## config.mk

```make
export PLATFORM = sky130hd
export DESIGN_NAME = pulse_wave_gen
export DESIGN_NICKNAME = d
export VERILOG_FILES = /design/src/rtl/pulse_wave_gen.sv
export SDC_FILE = /design/constraint.sdc
export NUM_CORES = 1
export LEC_CHECK = 0
export ABC_AREA = 1
export BUFFER_PORTS_ARGS = -buffer_cell sky130_fd_sc_hd__buf_2
export CAP_MARGIN = 20
export CORE_MARGIN = 2
export CORE_UTILIZATION = 61
export DETAILED_ROUTE_END_ITERATION = 10
export GPL_TIMING_DRIVEN = 0
export PLACE_DENSITY = 0.85
export SLEW_MARGIN = 20
export SYNTH_ARGS = -nofsm -noshare
export SYNTH_HDL_FRONTEND = slang
export SYNTH_SLANG_ARGS = --single-unit
```

## constraint.sdc

```tcl
create_clock -name clk -period 7.5 [get_ports clk]
set_input_delay 0 -clock clk [delete_from_list [all_inputs] [get_ports clk]]
set_output_delay 0 -clock clk [all_outputs]
set_load 0.02 [all_outputs]
```

## src/rtl/pulse_wave_gen.sv

```systemverilog
// pulse_wave_gen: square/pulse generator driven by an external phase stream.
// Threshold and high/low levels are written into a pending set. The pending
// set is copied into the active set only at phase wrap, so a period is never
// altered partway through.
// Optional feature: define PULSE_WAVE_SLEW_EN to limit how far the output
// moves per valid sample (SLEW_STEP).
module pulse_wave_gen #(
  parameter int DW        = 12,
  parameter int PW        = 8,
  parameter int DEF_AMP   = 1000,
  parameter int SLEW_STEP = 64
) (
  input  logic                 clk,
  input  logic                 rst_n,
  input  logic                 phase_valid,
  input  logic [PW-1:0]        phase,
  input  logic                 cfg_we,
  input  logic [PW-1:0]        cfg_thresh,
  input  logic signed [DW-1:0] cfg_high,
  input  logic signed [DW-1:0] cfg_low,
  output logic signed [DW-1:0] wave,
  output logic                 wave_valid,
  output logic                 cycle_start,
  output logic                 cfg_pending
);

  localparam logic [PW-1:0]        DEF_THRESH = {1'b1, {(PW-1){1'b0}}};
  localparam logic signed [DW-1:0] DEF_HIGH   = DW'(DEF_AMP);
  localparam logic signed [DW-1:0] DEF_LOW    = DW'(-DEF_AMP);

  // A non-positive step is meaningless; no logic is built for that case.
  if (SLEW_STEP <= 0) begin : g_slew_step_invalid
  end

  logic [PW-1:0]        pend_thresh, act_thresh;
  logic signed [DW-1:0] pend_high, act_high;
  logic signed [DW-1:0] pend_low, act_low;
  logic [PW-1:0]        prev_phase;
  logic                 first;

  logic                 wrap;
  logic [PW-1:0]        sel_thresh;
  logic signed [DW-1:0] sel_high, sel_low;
  logic signed [DW-1:0] target;
  logic signed [DW-1:0] next_wave;

  // A period starts on the first valid sample or when the phase goes backwards.
  assign wrap = phase_valid && (first || (phase < prev_phase));

  // The sample that wraps already uses the set being transferred.
  always_comb begin
    sel_thresh = wrap ? pend_thresh : act_thresh;
    sel_high   = wrap ? pend_high   : act_high;
    sel_low    = wrap ? pend_low    : act_low;
    target     = (phase >= sel_thresh) ? sel_high : sel_low;
  end

`ifdef PULSE_WAVE_SLEW_EN
  localparam logic signed [DW:0] STEP = (DW+1)'(SLEW_STEP);
  logic signed [DW:0] diff;

  // Move toward the target by at most STEP, landing exactly on the target.
  always_comb begin
    diff = {target[DW-1], target} - {wave[DW-1], wave};
    if (diff > STEP) begin
      next_wave = wave + STEP[DW-1:0];
    end else if (diff < -STEP) begin
      next_wave = wave - STEP[DW-1:0];
    end else begin
      next_wave = target;
    end
  end
`else
  // The output jumps straight to the selected level.
  always_comb begin
    next_wave = target;
  end
`endif

  // Pending set: loaded by every configuration write.
  always_ff @(posedge clk or negedge rst_n) begin
    if (!rst_n) begin
      pend_thresh <= DEF_THRESH;
      pend_high   <= DEF_HIGH;
      pend_low    <= DEF_LOW;
    end else if (cfg_we) begin
      pend_thresh <= cfg_thresh;
      pend_high   <= cfg_high;
      pend_low    <= cfg_low;
    end
  end

  // Active set: takes the previously pending values at each wrap.
  always_ff @(posedge clk or negedge rst_n) begin
    if (!rst_n) begin
      act_thresh <= DEF_THRESH;
      act_high   <= DEF_HIGH;
      act_low    <= DEF_LOW;
    end else if (wrap) begin
      act_thresh <= pend_thresh;
      act_high   <= pend_high;
      act_low    <= pend_low;
    end
  end

  // Wrap detection compares against the last valid phase, ignoring gaps.
  always_ff @(posedge clk or negedge rst_n) begin
    if (!rst_n) begin
      prev_phase <= '0;
      first      <= 1'b1;
    end else if (phase_valid) begin
      prev_phase <= phase;
      first      <= 1'b0;
    end
  end

  // Registered sample outputs; wave holds between valid samples.
  always_ff @(posedge clk or negedge rst_n) begin
    if (!rst_n) begin
      wave        <= '0;
      wave_valid  <= 1'b0;
      cycle_start <= 1'b0;
    end else begin
      wave_valid  <= phase_valid;
      cycle_start <= wrap;
      if (phase_valid) begin
        wave <= next_wave;
      end
    end
  end

  // A write marks the pending set. A wrap clears the mark unless a write arrives in the same cycle.
  always_ff @(posedge clk or negedge rst_n) begin
    if (!rst_n) begin
      cfg_pending <= 1'b0;
    end else if (cfg_we) begin
      cfg_pending <= 1'b1;
    end else if (wrap) begin
      cfg_pending <= 1'b0;
    end
  end

endmodule

```

==> results by group <==
Outcome
  • Status: finished, final reports clean

Floorplanning
  • Die width: about 84 um
  • Initial core utilization: between 60% and 70%
  • Cell Rows: 29
  • Die ar.: 7060 sq um
  • Number of I/O pins: slightly below 60
  • Core footprint: ~6300 sq um
  • DIE HEIGHT: roughly 84 um

Pwr
  • Clock share of power: between 20% and 30%
  • Seq pwr share: between 40% and 50%
  • Sw Ratio: approximately 34%
  • Cell Pwr Density: roughly 260 nW/um^2
  • Worst vdd ir: ~0.2 mV
  • LEAKAGE: ~2.6 nW
  • Comb pwr share: approximately 28%
  • Int Power: 0.000846 W
  • Switch Pwr: ~0.00044 W

Synth
  • Mapped Area: ~3900 sq um
  • Mean Syn Cell Area: just under 9 sq um
  • Area leader, netlist: dfrtp_1
  • Most numerous cell in the Yosys netlist: nand2_1
  • Simple-gate portion of the synthesized area: 28.1%
  • Synth Area in XOR/XNOR: 0%
  • Synth top area share: 41.7%
  • Main area contributors after synthesis: dfrtp_1 42%, nand2_1 18%, dfstp_2 15%
  • Mux cell area share after synthesis: 0%
  • Post-synthesis compound-gate area fraction: roughly 4.5%
  • Top_reg_cell synth: dfrtp_1
  • Syn_nets: 500
  • Synth Area in Adders: 4.81%
  • Syn Inst Count: approximately 440
  • FFs w/ async S/R, synth: 100%
  • Synth top cells by count: 188 x nand2_1, 65 x dfrtp_1, 61 x nand3_1
  • #FFs+latches synth: slightly below 90
  • YS warnings: 0
  • EDFF count, synth: 0
  • Seq/Total Area, Yosys: ~57%
  • Netlist cell types: 21
  • Largest family of logic cells by synthesized area: simple AND/OR/NAND/NOR gates

Critical path
  • Crit-path leading delay family: simple AND/OR/NAND/NOR gates
  • Buffers plus inverters on the worst setup path: 5
  • Kind of critical path: flip-flop to flip-flop
  • Worst Path Required: approximately 7.7 ns
  • Crit path top cell by count: nand2_1
  • Crit path DAT: roughly 3.7 ns
  • CP Capture Type: flip-flop
  • Crit path cell chain: inv_1 > ha_1 > nand2_1 > inv_1 > nand2_1 > nand2_1 > nand2_1 > nand2_2 > nand2_4 > nand2_8 > buf_4 > nand2_1 > o21ai_2 > inv_1 > ha_1 > a21oi_1 > o21ai_0 > nand2_1 > nand3_1 > clkbuf_1 > nand3_1 > nand3_1 > nand2_1
  • Worst Setup Start Kind: flip-flop
  • Max incr delay on CP: roughly 0.43 ns
  • Worst-path fanout max: 10
  • Slowest-stage cell, CP: clkbuf_1

Timing
  • Relative slew slack: roughly two thirds
  • Max-slew violations: 0
  • Setup violators final: 0
  • Slew @ Worst Pin: approximately 0.5 ns
  • Final hold violations: 0
  • Peak Freq: slightly below 300 MHz
  • Final worst path period need: between 3 and 4 ns
  • RSZ-0062 raised after global routing: no
  • Period utilization: around 46%
  • Hold_ws: 0.0237 ns
  • Fin Setup TNS: 0 ns
  • Worst clock skew: ~0.013 ns

Global route
  • Grt ovf: 0
  • Vias in the first global route: about 3400
  • First-pass GRT wire length: roughly 16000 um
  • Initial antenna violation count: 0
  • Pin count of the biggest net entering global routing: 62
  • Total track usage: 29.2%

Cells and area
  • Layout net count: just over 600
  • FILL cells: approximately 400
  • Share of cells above drive strength 1: between 20% and 30%
  • Multi-input logic area: between 1000 and 1500 sq um
  • Area Overhead vs Synth: 26.0%
  • Ant. Diodes: 0
  • Register Area: between 2000 and 2500 sq um

Detailed routing
  • Routed wire per std cell: between 15 and 20 um
  • DRC errors left: 0
  • Final wirelength: ~9600 um
  • DR pass1 iterations: 5
  • First DRT Iteration DRCs: 303
  • Antenna-violating nets left: 0
  • Routed via count: approximately 3400
  • Via density: ~5.4

Placed design
  • I/O Buffers: 57
  • DP Wirelength: ~6000 um
  • Placer Congestion: between 0.8 and 0.9

Clock tree
  • Clk pin slew, worst setup/hold paths: 0.09 ns
  • CTS tree: built
  • H-tree depth: 3
  • Clock buffer count from CTS: 9
  • Sink Count: just under 90
  • Worst skew pair latency: 0.35 ns
  • Root buffer selected by CTS: clkbuf_8
  • Longest Clk Path Bufs: 2

Min path
  • HP Class: input pin to flip-flop

Run
  • MaxCap Viol Count: 0
## layout by cell type (no fill, tap or decap), types with 10 or more instances in the layout
cell	n
dfstp_2	23
buf_2	61
clkbuf_8	10
dlygate4sd3_1	42
clkbuf_1	11
inv_1	24
nand2_1	188
nand3_1	61
o21ai_0	13
ha_1	15
dfrtp_1	65
## path summary, 6_finish.rpt
check | startpoint | to | slack [ns] | cells past startpoint
max | prev_phase[3] | wave[4] | 4.06 | 23
min | cfg_we | pend_thresh[0] | 0.02 | 3
max reg2reg | prev_phase[3] | wave[4] | 4.06 | 23
min reg2reg | pend_high[8] | pend_high[8] | 0.47 | 2
max in group asynchronous | rst_n | first | 6.69 | 3
min in group asynchronous | rst_n | act_thresh[5] | 0.14 | 2
## cells by family (layout without fill, tap and decap cells)
logic type,Yosys count,in the layout
flip-flops,88,88
AO/OA/AOI/OAI,29,29
buffers and inverters,48,164
adder cells (fa/ha/maj),15,15
AND/OR/NAND/NOR,261,261
## stage by stage
step | instances | total power (W) | cell area [sq um] | util (%) | setup slack, ns
final | 634 | 0.00129 | 4920 | 78.4 | 4.06
after global routing | 634 | 0.00136 | 4920 | 78.4 | 3.82
after CTS | 634 | 0.00128 | 4920 | 78.4 | 4.20
after detailed placement | 576 | 0.000961 | 4320 | 68.8 | 4.24
after global placement | 575 | 0.000940 | 4290 | 68.3 | 4.35
after floorplan | 441 | 0.000847 | 3910 | - | 4.78
## worst register-to-register path, delay by kind of cell (launching register included)
family / cells / cell delay (ns)
simple gates: 13 / 1.21
flops: 1 / 0.35
buf+inv: 5 / 0.85
fa+ha+maj: 2 / 0.61
compound gates: 3 / 0.32
## state kept, by name, indices dropped and copies added, names as in the netlist
name         flops
act_high        12
act_low         12
act_thresh       8
cfg_pending      1
cycle_start      1
first            1
pend_high       12
pend_low        12
pend_thresh      8
prev_phase       8
wave            12
wave_valid       1
## repair_timing
| item | CTS | global route |
|---|---|---|
| setup buffers | 0 | 0 |
| hold buffers | 42 | 0 |
| gates resized for setup | 0 | 0 |
| hold endpoints to repair | 106 | 0 |
## power groups by stage
| stage | combinational (W) | sequential, W | clock (W) |
|---|---|---|---|
| global route | 0.000409 | 0.000624 | 0.000327 |
| finish | 0.000365 | 0.000615 | 0.000306 |
| CTS | 0.000357 | 0.000615 | 0.000304 |
| floorplan | 0.000197 | 0.000651 | 0 |
| detailed placement | 0.000338 | 0.000623 | 0 |
| global placement | 0.000320 | 0.000619 | 0 |
## per-layer routing
layer	GRT usage, %	up-vias	wire length [um]
li1	-	1615	-
met1	40.2	1604	4190
met2	46.5	149	4660
met3	4.45	27	476
met4	12.6	0	269
met5	0	-	0
## area by class of cell
cell class                      instances  share of cell area [%]
Tap cell                               77                    1.96
Clock inverter                          6                   0.890
Multi-Input combinational cell        305                    29.7
Buffer                                 21                    2.26
Sequential cell                        88                    45.4
Inverter                               27                    2.06
Clock buffer                           10                    2.80
Timing Repair Buffer                  100                    15.0
No activity file was read; power rests on OpenSTA's default activity.
